<file path="src/rtl/alu_cmd_queue.sv">
// Command FIFO feeding an external combinational ALU, with a registered result
// stage drained by a valid/ready consumer.
module alu_cmd_queue #(
  parameter int WIDTH = 4,
  parameter int DEPTH = 4
) (
  input  logic                       clk,
  input  logic                       rst,
  input  logic                       in_valid,
  output logic                       in_ready,
  input  logic [WIDTH-1:0]           in_a,
  input  logic [WIDTH-1:0]           in_b,
  input  logic [1:0]                 in_sel,
  output logic [WIDTH-1:0]           alu_a,
  output logic [WIDTH-1:0]           alu_b,
  output logic [1:0]                 alu_sel,
  input  logic [WIDTH-1:0]           alu_out,
  input  logic                       alu_carry,
  output logic                       res_valid,
  input  logic                       res_ready,
  output logic [WIDTH-1:0]           res_out,
  output logic                       res_carry,
  output logic [$clog2(DEPTH):0]     count,
  output logic [7:0]                 ops_done
);

  localparam int AW = $clog2(DEPTH);
  localparam int CW = AW + 1;

  typedef enum logic {EMPTY, FULL} res_state_t;

  logic [WIDTH-1:0] mem_a   [DEPTH];
  logic [WIDTH-1:0] mem_b   [DEPTH];
  logic [1:0]       mem_sel [DEPTH];

  logic [AW-1:0] wr_ptr, rd_ptr;
  logic [CW-1:0] count_q;
  logic          push, pop, deliver, nonempty;
  res_state_t    state, state_next;

  assign nonempty = (count_q != '0);
  assign in_ready = (count_q < CW'(DEPTH));
  assign push     = in_valid & in_ready;
  assign pop      = nonempty & (~res_valid | res_ready);
  assign deliver  = res_valid & res_ready;
  assign count    = count_q;

  // Head drives the ALU directly; zeros when empty so the ALU sees a quiet bus.
  assign alu_a   = nonempty ? mem_a[rd_ptr]   : '0;
  assign alu_b   = nonempty ? mem_b[rd_ptr]   : '0;
  assign alu_sel = nonempty ? mem_sel[rd_ptr] : '0;

  always_ff @(posedge clk) begin
    if (rst) begin
      state <= EMPTY;
    end else begin
      state <= state_next;
    end
  end

  always_comb begin
    state_next = state;
    case (state)
      EMPTY: if (pop) state_next = FULL;
      FULL:  if (!pop && res_ready) state_next = EMPTY;
      default: state_next = EMPTY;
    endcase
  end

  always_comb begin
    res_valid = (state == FULL);
  end

  always_ff @(posedge clk) begin
    if (push) begin
      mem_a[wr_ptr]   <= in_a;
      mem_b[wr_ptr]   <= in_b;
      mem_sel[wr_ptr] <= in_sel;
    end
  end

  always_ff @(posedge clk) begin
    if (rst) begin
      wr_ptr    <= '0;
      rd_ptr    <= '0;
      count_q   <= '0;
      res_out   <= '0;
      res_carry <= 1'b0;
      ops_done  <= '0;
    end else begin
      if (push) wr_ptr <= wr_ptr + AW'(1);
      if (pop) begin
        rd_ptr    <= rd_ptr + AW'(1);
        res_out   <= alu_out;
        res_carry <= alu_carry;
      end
      count_q <= count_q + CW'(push) - CW'(pop);
      if (deliver) ops_done <= ops_done + 8'd1;
    end
  end

endmodule

</file>
<file path="config.mk">
export PLATFORM = sky130hd
export DESIGN_NAME = alu_cmd_queue
export DESIGN_NICKNAME = d
export VERILOG_FILES = /design/src/rtl/alu_cmd_queue.sv
export SDC_FILE = /design/constraint.sdc
export NUM_CORES = 1
export LEC_CHECK = 0
export CORE_ASPECT_RATIO = 0.5
export CORE_MARGIN = 2
export CORE_UTILIZATION = 25
export DETAILED_ROUTE_END_ITERATION = 16
export GPL_ROUTABILITY_DRIVEN = 1
export PLACE_DENSITY_LB_ADDON = 0.08
export SETUP_SLACK_MARGIN = 0.3
export SYNTH_ARGS = -nofsm -noshare
export SYNTH_HDL_FRONTEND = slang
export SYNTH_SLANG_ARGS = --single-unit
</file>
<file path="constraint.sdc">
create_clock -name clk -period 2.2 [get_ports clk]
set_input_delay 0.55 -clock clk [delete_from_list [all_inputs] [get_ports clk]]
set_output_delay 0.55 -clock clk [all_outputs]
set_load 0.01 [all_outputs]
</file>
==> flow_summary.yaml, run 1 <==
timing:
  min_period_ps: 2160
  fin_worst_skew_ps: 7.07
  finalMaxSlewViolations: 0
  worstMarginPinSlew_ps: 327
  fmax_ghz: 0.462
  fin_crit_sh_pct: 98.4
  setup_viol: 0
  rsz0062_at_grt: "yes"
  layout_setup_ws_ps: 35.9
  hold_viol: 0
  slew_headroom_pct: 78.1
  setup_tns_ps: 0
floorplanning:
  dieHeight_um: 75.2
  core_mm2: 0.00967
  core.rowCount: 25
  io_pins: 47
  die_w_um: 146
  die_area_mm2: 0.0110
  start_util_pct: 26.3
status:
  status: "finished, final reports clean"
synth:
  synth-edff-count: 40
  synthTopCellsByCount: "40 x edfxtp_1, 23 x dfxtp_1, 14 x a21oi_1, 14 x and2_1"
  ys_top_cells_by_area: "edfxtp_1 47%, dfxtp_1 18%, mux4_2 8.9%"
  ys_seq_elements: 63
  syn-num-nets: 204
  yosys.area.top_type: "edfxtp_1"
  synth_ff_type: "edfxtp_1"
  async_reset_ff_share_pct: 0
  synth_area_per_cell_um2: 14.3
  synth.top_cell.area_share_pct: 47.3
  netlist_instances: 177
  synth.distinct_cells: 28
  seq_area_frac_synth_pct: 65.5
  synth_area_mm2: 0.00254
  yosysMostFrequentCell: "edfxtp_1"
  ys_warn_count: 0
setup_path:
  reg2reg_from: "count[2]"
  critPathLaunchType: "flop"
  r2r_cells: 11
  worst-path-max-fanout: 5
  cp_top_family: "multiplexers"
  end_kind: "output pin"
  critical_path_class: "flop to output pin"
  critPathSlowestCell: "mux4_2"
  rrSetupSlack_ps: 260
  worstPathCellList: "buf_12, mux4_2, and2_4, buf_6"
  worstPathRequired_ps: 1650
  cp_slowest_stage_delay_ps: 480
  path_buf_inv: 2
  arrival_ps: 1610
  r2r_end: "count[2]"
drt:
  dr.pass1.iters: 4
  routed_wl_um: 5340
  drc: 0
  final_antenna_net_count: 0
  via_per_inst: 4.21
  drtIter0Drc: 69
  vias: 1630
  avgRoutedWirePerCell_um: 13.8
finish:
  antennaDiodeCount: 0
  drive_above_1_share_pct: 30.2
  area_delta_synth_final_pct: 47.2
  finalNonFillerCells: 387
  nNetsFinal: 274
grt:
  antenna_found_initial: 0
  grt-ovfl-total: 0
  grt_pass1_vias: 1702
  grt_pass1_wl_um: 8690
  grtUsageTotal_pct: 11.1
  grt_max_degree: 17
place:
  post-place-ws_ps: -424
  hpwl_um: 3500
  finalWeightedCongestion: 0.701
  dp.cells: 369
  port_buffers: 46
power_and_ir_drop:
  max-vdd-ir-drop_mv: 0.443
  p_leak_nw: 1.34
  power_per_cell_area_mw_per_mm2: 1240
clocking:
  cts-root-buf: "clkbuf_16"
  cts_tree: "yes"
  clockBufferDepth: 2
  clock_latency_ps: 330
  htreeDepth: 3
  clkTransAtPathRegs_ps: 50
  cts_sinks: 63
  numCtsBuffers: 9
hold_path:
  min_to: "res_out[0]"
  hold_path_class: "flop to flop"
  hp-start: "res_out[0]"
  hold_depth: 2
job:
  maxCapViolCount: 0
## cell usage in the layout, fill, tap and decap left out, types with 2 or more instances in the layout
cell              n
a21oi_1          14
and2_1            8
and2_4            6
buf_12            6
buf_2             4
buf_4            11
buf_6             8
clkbuf_16         9
clkdlybuf4s50_1  30
clkinv_1          2
clkinv_2          2
dfxtp_1          20
dfxtp_2           2
dlygate4sd2_1     4
dlymetal6s2s_1    2
edfxtp_1         40
ha_1              5
ha_4              2
inv_1             6
inv_2             2
mux4_2           10
nand2_1           3
nand3_1           8
nand4_1           2
nor2_1            7
o21ai_0          10
or3_1             6
xnor2_1           3
## flip-flops by register name, indices dropped and copies added, names as in the netlist, named ones only
| name | count |
|---|---|
| count | 3 |
| mem_a | 16 |
| mem_b | 16 |
| mem_sel | 8 |
| ops_done | 8 |
| rd_ptr | 2 |
| res_carry | 1 |
| res_out | 4 |
| res_valid | 1 |
| wr_ptr | 2 |
## power breakdown
group / total (mW) / internal [mW] / switching [mW]
sequential: 1.54 / 1.45 / 0.0907
combinational: 1.71 / 0.988 / 0.724
clock: 1.37 / 0.865 / 0.501
## layer usage
| layer | GRT usage, % | share of wire [%] |
|---|---|---|
| met1 | 13.7 | 49 |
| met2 | 17.0 | 44 |
| met3 | 4.73 | 5.2 |
| met4 | 5.50 | 2.1 |
| met5 | 0 | 0 |
## worst max-delay path by stage
stage	depth (start not counted)	from	slack [ps]	end
floorplan	11	in_valid	80	count[2]
CTS	4	flop	-6	alu_b[2]
detailed placement	11	res_ready	-420	count[2]
finish	4	flop	40	alu_b[3]
global placement	11	res_ready	-420	count[2]
global route	4	flop	-20	alu_b[2]
## area by class of cell
cell class	instances	area, µm²
multi-input combinational	98	873
sequential	63	1670
clock inverter	7	63.8
timing repair buffer	66	701
fill	925	5930
clock buffer	9	225
tap	135	169
inverter	9	36.3
## timing repair
action	in CTS	in global routing
pin swaps	17	0
hold buffers	0	0
endpoints found under the setup margin	15	13
gates cloned	1	0
resized for setup	55	12
setup buffers	1	0
## tightest hold or removal path, cell delays in order (launching register included)
cell     delay (ps)
dfxtp_1         300
o21ai_0          70
a21oi_1          60
## metrics by stage
stage / power [mW] / area [µm²] / hold slack [ps] / util (%)
final: 4.62 / 3740 / 479 / 38.7
after floorplan: 2.43 / 2590 / 496 / -
after detailed placement: 3.19 / 3390 / 471 / 35.1
after CTS: 4.59 / 3690 / 481 / 38.1
after global placement: 3.19 / 3390 / 464 / 35.1
after global routing: 4.91 / 3740 / 507 / 38.7
## logic make-up (layout without fill, tap and decap cells)
group	Yosys count	in the layout	synth area share (%)
compound gates	27	27	5.97
xor+xnor	5	5	1.73
fa+ha+maj	8	8	4.24
buf+inv	16	91	2.71
flops	63	63	65.5
mux	11	11	9.27
simple gates	47	47	10.6
(Power assumes the default switching activity.)
==> run 2: changes to the inputs <==
CTS_CLUSTER_DIAMETER = 200   (was unset)
==> results of run 2 <==
Final layout, timing and power as in run 1 (identical DEF).
